**config.mk**
```make
export PLATFORM = sky130hd
export DESIGN_NAME = reg_pipe_flat
export DESIGN_NICKNAME = d
export VERILOG_FILES = /design/src/rtl/reg_pipe_pkg.sv /design/src/rtl/reg_pipe_if.sv /design/src/rtl/reg_pipe_stage.sv /design/src/rtl/reg_pipe.sv /design/src/flat_wrapper.sv
export SDC_FILE = /design/constraint.sdc
export NUM_CORES = 1
export LEC_CHECK = 0
export CORE_MARGIN = 3
export CORE_UTILIZATION = 45
export DETAILED_ROUTE_END_ITERATION = 6
export MAX_ROUTING_LAYER = met4
export PLACE_DENSITY = 0.77
export RECOVER_POWER = 50
export SLEW_MARGIN = 40
export SYNTH_ARGS = -nofsm -noshare
export SYNTH_HDL_FRONTEND = slang
export SYNTH_SLANG_ARGS = --single-unit
```
**constraint.sdc**
```tcl
create_clock -name clk1 -period 1.4 [get_ports clk1]
set_input_delay 0.28 -clock clk1 [delete_from_list [all_inputs] [get_ports clk1]]
set_output_delay 0.28 -clock clk1 [all_outputs]
set_load 0.01 [all_outputs]
```
**src/rtl/reg_pipe_pkg.sv**
```systemverilog
// Shared constants and helpers for the reg_pipe register pipeline.
package reg_pipe_pkg;

  localparam int DEF_WIDTH = 8;
  localparam int DEF_DEPTH = 3;

  // Bits needed to count 0..depth valid stages.
  function automatic int occ_width(input int depth);
    return $clog2(depth + 1);
  endfunction

endpackage

```
**src/rtl/reg_pipe_if.sv**
```systemverilog
// Upstream/downstream handshake bundle for reg_pipe; slave is the pipeline view.
interface reg_pipe_if #(
  parameter int WIDTH = 8
) ();

  logic             flush;
  logic             in_valid;
  logic [WIDTH-1:0] in_data;
  logic             in_ready;
  logic             out_valid;
  logic [WIDTH-1:0] out_data;
  logic             out_ready;

  modport slave (
    input  flush,
    input  in_valid,
    input  in_data,
    output in_ready,
    output out_valid,
    output out_data,
    input  out_ready
  );

  modport master (
    output flush,
    output in_valid,
    output in_data,
    input  in_ready,
    input  out_valid,
    input  out_data,
    output out_ready
  );

endinterface

```
**src/rtl/reg_pipe_stage.sv**
```systemverilog
// One pipeline stage: a valid bit plus a WIDTH-bit data register.
module reg_pipe_stage #(
  parameter int WIDTH = 8
) (
  input  logic             clk1,
  input  logic             s_reset_n,
  input  logic             flush,
  input  logic             load,
  input  logic             adv,
  input  logic [WIDTH-1:0] d_in,
  output logic             valid,
  output logic [WIDTH-1:0] data
);

  logic             valid_r;
  logic [WIDTH-1:0] data_r;

  // Valid bit: set on load, cleared when the word moves on or on flush.
  always_ff @(posedge clk1) begin
    if (!s_reset_n) begin
      valid_r <= 1'b0;
    end else if (flush) begin
      valid_r <= 1'b0;
    end else if (load) begin
      valid_r <= 1'b1;
    end else if (adv) begin
      valid_r <= 1'b0;
    end else begin
      valid_r <= valid_r;
    end
  end

  // Data register: only written on load, so stalled words are never overwritten.
  always_ff @(posedge clk1) begin
    if (!s_reset_n) begin
      data_r <= {WIDTH{1'b0}};
    end else if (load) begin
      data_r <= d_in;
    end else begin
      data_r <= data_r;
    end
  end

  assign valid = valid_r;
  assign data  = data_r;

endmodule

```
**src/rtl/reg_pipe.sv**
```systemverilog
// DEPTH-stage valid/ready register pipeline with bubble collapsing and flush.
// Optional occupancy counter and port enabled by REG_PIPE_OCCUPANCY_EN.
module reg_pipe
  import reg_pipe_pkg::*;
#(
  parameter int WIDTH = DEF_WIDTH,
  parameter int DEPTH = DEF_DEPTH
) (
  input  logic                          clk1,
  input  logic                          s_reset_n,
  reg_pipe_if.slave                     bus
`ifdef REG_PIPE_OCCUPANCY_EN
  ,
  output logic [occ_width(DEPTH)-1:0]   occupancy
`endif
);

  logic [DEPTH-1:0] valid_s;
  logic [DEPTH-1:0] adv_s;
  logic [DEPTH-1:0] load_s;
  logic [WIDTH-1:0] data_s [DEPTH];
  logic             in_ready_s;
  logic             in_xfer_s;
  logic             out_valid_s;
  logic             out_xfer_s;

  // Advance chain from the output stage back to stage 0, plus per-stage loads.
  always_comb begin
    adv_s  = {DEPTH{1'b0}};
    load_s = {DEPTH{1'b0}};
    adv_s[DEPTH-1] = valid_s[DEPTH-1] & bus.out_ready;
    for (int i = DEPTH - 2; i >= 0; i--) begin
      adv_s[i] = valid_s[i] & (~valid_s[i+1] | adv_s[i+1]);
    end
    in_ready_s  = ~bus.flush & (~valid_s[0] | adv_s[0]);
    in_xfer_s   = bus.in_valid & in_ready_s;
    out_valid_s = valid_s[DEPTH-1] & ~bus.flush;
    out_xfer_s  = out_valid_s & bus.out_ready;
    load_s[0]   = in_xfer_s;
    for (int i = 1; i < DEPTH; i++) begin
      load_s[i] = adv_s[i-1] & ~bus.flush;
    end
  end

  for (genvar g = 0; g < DEPTH; g++) begin : g_stage
    logic [WIDTH-1:0] d_in_s;
    if (g == 0) begin : g_first
      assign d_in_s = bus.in_data;
    end else begin : g_rest
      assign d_in_s = data_s[g-1];
    end

    reg_pipe_stage #(
      .WIDTH (WIDTH)
    ) u_stage (
      .clk1      (clk1),
      .s_reset_n (s_reset_n),
      .flush     (bus.flush),
      .load      (load_s[g]),
      .adv       (adv_s[g]),
      .d_in      (d_in_s),
      .valid     (valid_s[g]),
      .data      (data_s[g])
    );
  end

  assign bus.in_ready  = in_ready_s;
  assign bus.out_valid = out_valid_s;
  assign bus.out_data  = data_s[DEPTH-1];

`ifdef REG_PIPE_OCCUPANCY_EN
  localparam int OCC_W = occ_width(DEPTH);
  logic [OCC_W-1:0] occ_r;

  // Occupancy tracks transfers at both ends; simultaneous in/out leaves it unchanged.
  always_ff @(posedge clk1) begin
    if (!s_reset_n) begin
      occ_r <= {OCC_W{1'b0}};
    end else if (bus.flush) begin
      occ_r <= {OCC_W{1'b0}};
    end else if (in_xfer_s && !out_xfer_s) begin
      occ_r <= occ_r + {{(OCC_W-1){1'b0}}, 1'b1};
    end else if (out_xfer_s && !in_xfer_s) begin
      occ_r <= occ_r - {{(OCC_W-1){1'b0}}, 1'b1};
    end else begin
      occ_r <= occ_r;
    end
  end

  assign occupancy = occ_r;
`endif

endmodule

```
**src/flat_wrapper.sv**
```systemverilog
// flat-port wrapper written by rule: the top's interface ports become plain ports
module reg_pipe_flat import reg_pipe_pkg::*;
#(
  parameter int WIDTH = DEF_WIDTH,
  parameter int DEPTH = DEF_DEPTH
)
  (clk1, s_reset_n, bus_flush, bus_in_valid, bus_in_data, bus_in_ready, bus_out_valid, bus_out_data, bus_out_ready);
  reg_pipe_if #(.WIDTH(WIDTH)) bus_i ();
  input  logic clk1;
  input  logic s_reset_n;
  input wire logic [$bits(bus_i.flush)-1:0] bus_flush;
  input wire logic [$bits(bus_i.in_valid)-1:0] bus_in_valid;
  input wire logic [$bits(bus_i.in_data)-1:0] bus_in_data;
  output wire logic [$bits(bus_i.in_ready)-1:0] bus_in_ready;
  output wire logic [$bits(bus_i.out_valid)-1:0] bus_out_valid;
  output wire logic [$bits(bus_i.out_data)-1:0] bus_out_data;
  input wire logic [$bits(bus_i.out_ready)-1:0] bus_out_ready;
  assign bus_i.flush = bus_flush;
  assign bus_i.in_valid = bus_in_valid;
  assign bus_i.in_data = bus_in_data;
  assign bus_in_ready = bus_i.in_ready;
  assign bus_out_valid = bus_i.out_valid;
  assign bus_out_data = bus_i.out_data;
  assign bus_i.out_ready = bus_out_ready;
  reg_pipe #(.WIDTH(WIDTH), .DEPTH(DEPTH)) u_core (.clk1(clk1), .s_reset_n(s_reset_n), .bus(bus_i));
endmodule
```
-- Word level (Yosys, flattened, before mapping)
Index checks and enable logic that the tools add are counted.
- register bits after elaboration: 27
- input bits: 13
- word-level logic and storage cells: 32
- output and inout port bits: 10
- mux-type cells: 6
- bitwise gates (word level): 16
- reductions and logical operators: 4
- operators with widths (kind ; number):
    $and 1x1->1 ; 8
    $mux 1 ; 6
    $reduce_bool 2->1 ; 3
    $not 1->1 ; 5
    $or 1x1->1 ; 3
    $reduce_or 2->1 ; 1

-- Logic depth before layout (Yosys ltp)
Gate-level depths: netlist of run 1.
- depth after elaboration: 9
- gate-level depth with buffers: 5
- gate-level depth less buffers: 3

-- Modules after synthesis
A second synthesis of run 1 with hierarchy kept.
- cells, all modules: 99
- area total of the unflattened synthesis: 1104.8 sq um
- by module, submodules not included (module ; cells an instance ; sequential area each (sq um) ; area each (sq um) ; instances):
    reg_pipe_stage ; 29 ; 180.2 ; 341.6 ; 3
    reg_pipe ; 12 ; 0.0 ; 80.1 ; 1

-- Worst setup path after synthesis of run 1
No wires, ideal clock.
- kind: register to register
- start point: register u_core.g_stage[2].u_stage.valid_r
- end point: register u_core.g_stage[0].u_stage.data_r[1]
- period minus slack after synthesis: 1.129 ns
- stages on the path, launching flop included: 5
- path slack: 0.271 ns
- setup time: 0.119 ns
- data arrival time: 1.010 ns
- cell sequence: dfxtp_1 > nor2b_4 > a311o_1 > buf_6 > mux2i_1
- longest elaborated chain between the ends: 8
- elaborated cells between the ends (all ways): 9
- RTL lines (element ; RTL line ; source):
    start, declared ; reg_pipe_stage.sv:15 ; logic valid_r;
    start signal, assigned ; reg_pipe_stage.sv:29 ; valid_r <= valid_r;
    $and 1x1->1 / $not 1->1 (equally long branches) ; reg_pipe.sv:31, reg_pipe.sv:33 ;
    $or 1x1->1 (*) ; reg_pipe.sv:33 ; adv_s[i] = valid_s[i] & (~valid_s[i+1] | adv_s[i+1]);
    $and 1x1->1 (*) ; reg_pipe.sv:33 ;
    $or 1x1->1 (*) ; reg_pipe.sv:33 ;
    $and 1x1->1 (*) ; reg_pipe.sv:33 ;
    $or 1x1->1 (*) ; reg_pipe.sv:35 ; in_ready_s = ~bus.flush & (~valid_s[0] | adv_s[0]);
    $and 1x1->1 (*) ; reg_pipe.sv:35 ;
    $and 1x1->1 (*) ; reg_pipe.sv:36 ; in_xfer_s = bus.in_valid & in_ready_s;
    end signal, assigned ; reg_pipe_stage.sv:36 ; data_r <= {WIDTH{1'b0}};
    end signal, assigned ; reg_pipe_stage.sv:38 ; data_r <= d_in;
    end signal, assigned ; reg_pipe_stage.sv:40 ; data_r <= data_r;
    end, declared ; reg_pipe_stage.sv:16 ; logic [WIDTH-1:0] data_r;
Mark *: on every way between the ends. The rest lies on a longest branch, timed or not.
A chain may end at the register's enable or synchronous reset.

-- Final worst setup path of run 1
- start point: register u_core.g_stage[2].u_stage.valid_r
- end point: output bus_in_ready
- longest elaborated chain between the ends: 7
- elaborated cells between the ends (all ways): 8
- RTL lines (element ; RTL line ; source):
    $and 1x1->1 / $not 1->1 (equally long branches) ; reg_pipe.sv:31, reg_pipe.sv:33 ;
    $or 1x1->1 (*) ; reg_pipe.sv:33 ;
    $and 1x1->1 (*) ; reg_pipe.sv:33 ;
    $or 1x1->1 (*) ; reg_pipe.sv:33 ;
    $and 1x1->1 (*) ; reg_pipe.sv:33 ;
    $or 1x1->1 (*) ; reg_pipe.sv:35 ;
    $and 1x1->1 (*) ; reg_pipe.sv:35 ;
    end, declared ; flat_wrapper.sv:14 ; output wire logic [$bits(bus_i.in_ready)-1:0] bus_in_ready;
Marks and branches as above.

==> run_results.csv, run 1 <==
group,metric,value,unit
placed_design,dp_hpwl,1330,um
power,switchingPower,0.000274,W
global_routing,antenna_found_initial,0,
power,total_power,0.00122,W
yosys,avgSynthCellArea,9.24,sq um
placed_design,preCtsSetupSlack,-0.479,ns
worst_setup_path,crit_fanout,2,
run,cap_violations,0,
hold_path,holdCritPathClass,"reg -> reg",
timing,drv_slew,0,
yosys,yosysSeqAreaShare,50.0,%
power,seqPwrFrac,64.5,%
floorplan,die_w,55.0,um
worst_setup_path,r2r_start,"u_core.g_stage[2].u_stage.valid",
yosys,ys_ff_latch,27,
placed_design,dpl.cell_count,164,
floorplan,die_h,55.0,um
clock_tree,cts_sinks,27,
clock_tree,clockBufferDepth,2,
timing,rsz0062_at_grt,"no",
yosys,syn_inst,117,
worst_setup_path,rrSetupSlack,0.07,ns
timing,worst_slack,0.0564,ns
global_routing,grt_pass1_vias,708,
drt,drtIter0Drc,6,
timing,holdWs,0.472,ns
yosys,ys_types,20,
cells_and_area,drive_gt1_share,10.7,%
timing,slew_headroom,61.7,%
floorplan,fp.dieArea,0.00303,sq mm
drt,wl,1820,um
power,vdd_ir_drop_max,0.530,mV
timing,clock.fmax,744,MHz
global_routing,grt_use_total,13.3,%
worst_setup_path,reg2reg_depth,4,
clock_tree,clkLatencyLatePin,0.32,ns
floorplan,core,0.00225,sq mm
drt,antenna_left,0,
cells_and_area,syn_to_final_growth,24.5,%
yosys,ys_warn_count,0,
clock_tree,clk_pin_slew,0.14,ns
worst_setup_path,cp-end-kind,"output pin",
cells_and_area,register_area,542,sq um
power,p_per_area,908,mW/mm^2
hold_path,worst_hold_path.num_cells,2,
worst_setup_path,cp.required,1.12,ns
cells_and_area,fin_util,59.7,%
cells_and_area,stdcell_count,168,
timing,clock_skew,0.00715,ns
drt,avgRoutedWirePerCell,10.8,um
clock_tree,cts_tree,"done",
worst_setup_path,r2r_end,"u_core.g_stage[0].u_stage.data[1]",
hold_path,min_to,"u_core.g_stage[1].u_stage.data[0]",
timing,fin_crit,1.34,ns
floorplan,start_util,47.9,%
timing,finalSetupViolations,0,
clock_tree,numCtsBuffers,3,
drt,vias,854,
timing,fin_crit_sh,96.0,%
cells_and_area,final.fill_count,220,
power,p_sw_share,22.4,%
clock_tree,cts_root_buf,"clkbuf_4",
global_routing,grt_pass1_wl,2850,um
run_status,status,"completed",
floorplan,io_pins,23,
worst_setup_path,path_class,"reg -> out",
hold_path,holdCritStartpoint,"u_core.g_stage[1].u_stage.data[0]",
global_routing,grt_max_degree,34,
drt,route.detailed.drc,0,
cells_and_area,multi_input_area,490,sq um
power,p_int,0.000948,W
drt,viasPerCell,5.08,
worst_setup_path,crit_arrival,1.06,ns
yosys,syn_nets,130,
placed_design,port_buffers,22,
worst_setup_path,worstSetupStartpointType,"flop",
power,p_clk_share,27.3,%
cells_and_area,final_common_cell,"dfxtp_1",
cells_and_area,insertedDiodeCount,0,
cells_and_area,most-common-layout-cells,"dfxtp_1, nand2_1, mux2i_1",
timing,hold_viol_final,0,
placed_design,place.gp.congestion,0.786,
cells_and_area,nets,154,
global_routing,grt_overflow_total,0,
floorplan,row_count,17,
yosys,syn_area,0.00108,sq mm
timing,tightest_slew,0.575,ns
clock_tree,htree_levels,1,
power,combPwrFrac,8.2,%
power,p_leak,0.607,nW
drt,firstDrtPassIters,4,
==> power groups by stage <==
stage	Clock (W)	Combinational [W]	Sequential [W]
2_1_floorplan	0	0.0000564	0.000804
3_3_place_gp	0	0.000108	0.000805
3_5_place_dp	0	0.000110	0.000806
4_1_cts	0.000345	0.000108	0.000789
5_1_grt	0.000368	0.000109	0.000791
6_report	0.000334	0.000100	0.000789
==> metrics by stage <==
| step | cell area [sq um] | TNS, ns |
|---|---|---|
| finish | 1350 | 0 |
| global route | 1350 | 0 |
| CTS | 1360 | 0 |
| detailed placement | 1350 | -8.47 |
| global placement | 1350 | -8.09 |
| floorplan | 1080 | 0 |
==> worst max-delay path by stage <==
stage          depth (start not counted)                            start                                 to
2_1_floorplan                          4  u_core.g_stage[2].u_stage.valid  u_core.g_stage[0].u_stage.data[1]
3_3_place_gp                           4                    bus_out_ready                       bus_in_ready
6_report                               3  u_core.g_stage[2].u_stage.valid                       bus_in_ready
5_1_grt                                3  u_core.g_stage[2].u_stage.valid                       bus_in_ready
3_5_place_dp                           5                    bus_out_ready  u_core.g_stage[0].u_stage.data[6]
4_1_cts                                4  u_core.g_stage[2].u_stage.valid  u_core.g_stage[0].u_stage.data[1]
==> state kept, by name, summed over array words and instances (netlist names) <==
name / cells
u_core.g_stage.u_stage.data: 24
u_core.g_stage.u_stage.valid: 3
==> cell usage after synthesis <==
| library cell | n | area [sq um] |
|---|---|---|
| nand3_1 | 8 | 40.0 |
| nor2_1 | 4 | 15.0 |
| o21ai_0 | 6 | 30.0 |
| dfxtp_1 | 27 | 541 |
| nand2_1 | 24 | 90.1 |
| nor2b_1 | 2 | 12.5 |
| mux2i_1 | 16 | 160 |
| or2b_1 | 1 | 7.51 |
| clkbuf_1 | 5 | 18.8 |
| buf_6 | 1 | 11.3 |
| nand2b_1 | 2 | 12.5 |
| nor2b_4 | 1 | 13.8 |
| a21boi_1 | 8 | 60.1 |
| a21oi_1 | 1 | 5.00 |
| o21ai_1 | 2 | 10.0 |
| inv_1 | 2 | 7.51 |
| buf_2 | 3 | 15.0 |
| a311o_1 | 1 | 10.0 |
| a31oi_1 | 2 | 12.5 |
| a211o_1 | 1 | 8.76 |
==> worst max-delay path, stage by stage, from the launching register on <==
cell,delay (ns)
dfxtp_2,0.34
nor2b_4,0.12
a31oi_1,0.14
buf_2,0.15
==> cells by family after synthesis <==
logic type      count (synthesis)  synth area share, %
simple gates                   42                 17.7
flops                          27                 50.0
compound gates                 21                 12.6
mux                            16                 14.8
buf+inv                        11                 4.86
==> what timing repair did <==
action | CTS | global route
hold buffers | 0 | 0
cloned | 0 | 0
pin swaps | 0 | 2
setup buffers | 0 | 0
resized for setup | 19 | 2
endpoints found under the setup margin | 26 | 16
==> routing by layer <==
layer	vias up	GRT usage (%)	share of wire, %
met4	0	7.29	0.82
met3	2	2.41	7.3
met1	381	15.7	46
met5	-	-	0
li1	446	-	-
met2	25	21.5	46
==> final cells by class <==
| class | instances | share of cell area [%] |
|---|---|---|
| Clock inverter | 1 | 0.558 |
| Timing Repair Buffer | 28 | 17.9 |
| Inverter | 2 | 0.558 |
| Sequential cell | 27 | 40.2 |
| Clock buffer | 3 | 1.67 |
| Tap cell | 28 | 2.60 |
| Multi-Input combinational cell | 79 | 36.4 |
(Power assumes the default switching activity.)
==> inputs of run 2 (changes only) <==
Settings changed: GPL_ROUTABILITY_DRIVEN from default to 0.
==> results of run 2 <==
Final layout, timing and power as in run 1 (identical DEF).
==> inputs of run 3 (changes only) <==
Settings changed: CORE_ASPECT_RATIO from default to 0.8, CORE_UTILIZATION 45 to 44, PLACE_DENSITY 0.77 to 0.78.
Clock period 1.4 ns to 1.1 ns, I/O delays scaled along.
==> run 3 against run 2 <==
Net effect:
- the flow now finishes with violations (negative setup slack)
- sequential power up 27%
- worst hold slack worse by 0.044 ns
- combinational power up 44%
- final cell count down 0.60%
- clock skew about the same
- worst setup slack worse by 0.27 ns
- power up 29%
- register-to-register slack worse by 0.28 ns
- die area up 2.1%
- first-iteration DRC count rose to 5.0 times the previous value
- highest routed layer unchanged
==> run_results.csv, run 3 (same netlist as run 1, synthesis figures left out) <==
group,metric,value,unit
timing,clock_skew,0.00693,ns
clock_tree,numCtsBuffers,3,
timing,holdWs,0.428,ns
drt,firstDrtPassIters,4,
global_routing,antenna_found_initial,0,
global_routing,grt_max_degree,34,
placed_design,dp_hpwl,1450,um
clock_tree,clkLatencyLatePin,0.33,ns
clock_tree,cts_root_buf,"clkbuf_4",
drt,route.detailed.drc,0,
cells_and_area,largest_reg_flops,24,
worst_setup_path,path_class,"in -> reg",
worst_setup_path,cp-end-kind,"flop",
run_status,status,"finished with violations",
timing,hold_viol_final,0,
timing,clock.fmax,759,MHz
timing,worst_slack,-0.218,ns
floorplan,fp.dieArea,0.00309,sq mm
hold_path,holdCritPathClass,"in -> reg",
timing,fin_crit,1.32,ns
cells_and_area,nets,156,
cells_and_area,multi_input_area,500,sq um
floorplan,core,0.00223,sq mm
power,vdd_ir_drop_max,0.793,mV
clock_tree,htree_levels,1,
global_routing,grt_pass1_vias,711,
timing,finalSetupViolations,18,
drt,vias,840,
worst_setup_path,worstSetupStartpointType,"primary input",
global_routing,grt_use_met1,15.6,%
drt,wl,1970,um
cells_and_area,fin_area,0.00136,sq mm
timing,rsz0062_at_grt,"yes",
global_routing,grt_overflow_total,0,
drt,antenna_left,0,
drt,viasPerCell,5.03,
timing,fin_crit_sh,120,%
cells_and_area,register_area,548,sq um
run,cap_violations,0,
cells_and_area,final.fill_count,203,
placed_design,port_buffers,22,
floorplan,start_util,48.4,%
power,total_power,0.00157,W
global_routing,grtUsageMet2,21.3,%
drt,avgRoutedWirePerCell,11.8,um
power,p_per_area,1160,mW/mm^2
placed_design,preCtsSetupSlack,-0.678,ns
global_routing,grt_pass1_wl,3040,um
cells_and_area,drive_gt1_share,21.8,%
power,p_leak,0.611,nW
cells_and_area,fin_util,60.9,%
worst_setup_path,crit_arrival,1.57,ns
global_routing,met3_usage,5.40,%
clock_tree,clk_pin_slew,0.13,ns
floorplan,row_count,15,
cells_and_area,syn_to_final_growth,25.8,%
global_routing,grt_busiest_layer,"met2",
clock_tree,cts_tree,"done",
floorplan,die_w,61.4,um
cells_and_area,insertedDiodeCount,0,
timing,slew_headroom,82.7,%
drt,drtIter0Drc,30,
worst_setup_path,rrSetupSlack,-0.21,ns
run_status,violations,"negative setup slack",
floorplan,io_pins,23,
timing,tightest_slew,0.260,ns
clock_tree,clockBufferDepth,2,
floorplan,die_h,50.3,um
global_routing,grt_use_total,14.0,%
placed_design,place_area,0.00135,sq mm
cells_and_area,final_common_cell,"nand2_1",
worst_setup_path,cp.required,1.35,ns
worst_setup_path,crit_fanout,8,
timing,drv_slew,0,
clock_tree,cts_sinks,27,
cells_and_area,most-common-layout-cells,"nand2_1, dfxtp_1, mux2i_1",
[run 3: cell types whose count changed in the layout (fill, tap and decap cells not counted), moves of 4 or more]
cell	delta
dfxtp_1	-5
dlygate4sd2_1	-9
dfxtp_2	+5
buf_2	+8
o21ai_1	+4
o21ai_0	-4
[run 3: path summary, 6_finish.rpt]
check                                          from                                 to  cells past startpoint
hold / removal                       bus_in_data[3]  u_core.g_stage[0].u_stage.data[3]                      3
setup / recovery                      bus_out_ready  u_core.g_stage[0].u_stage.data[0]                      5
setup reg to reg    u_core.g_stage[2].u_stage.valid  u_core.g_stage[0].u_stage.data[0]                      4
hold reg to reg   u_core.g_stage[1].u_stage.data[5]  u_core.g_stage[2].u_stage.data[5]                      2
[run 3: repair_timing]
action | CTS | global route
resized for setup | 56 | 2
hold buffers | 0 | 0
setup endpoints to repair | 29 | 27
buffers inserted | 1 | 0
pin swaps | 2 | 1
[run 3: critical path, stage by stage]
cell and delay, ns:
clkdlybuf4s50_1 0.52, nor2b_4 0.05, buf_4 0.14, a311o_2 0.43
mux2i_1 0.21
[run 3: metrics by stage]
stage	instances	TNS [ns]
after floorplan	117	0
after global placement	162	-14.21
after detailed placement	162	-14.46
after CTS	167	-2.85
after global routing	167	-4.29
final	167	-2.98
[run 3: cell type report]
class,count,share of cell area (%)
clock buffers,4,1.93
inverters,2,0.552
well taps,25,2.30
flip-flops and latches,27,40.3
repair buffers,30,18.1
multi-input cells,79,36.8
[run 3: routing by layer]
metal | routed length, um | share of wire (%)
met5 | 0 | 0
met3 | 150 | 7.6
met2 | 809 | 41
met4 | 38 | 1.9
met1 | 973 | 49
[run 3: power by group]
group          total [W]  internal [W]  switching (W)
Sequential       0.00100      0.000997     0.00000652
Combinational   0.000144     0.0000831      0.0000607
Clock           0.000426      0.000142       0.000284
Total            0.00157       0.00122       0.000351
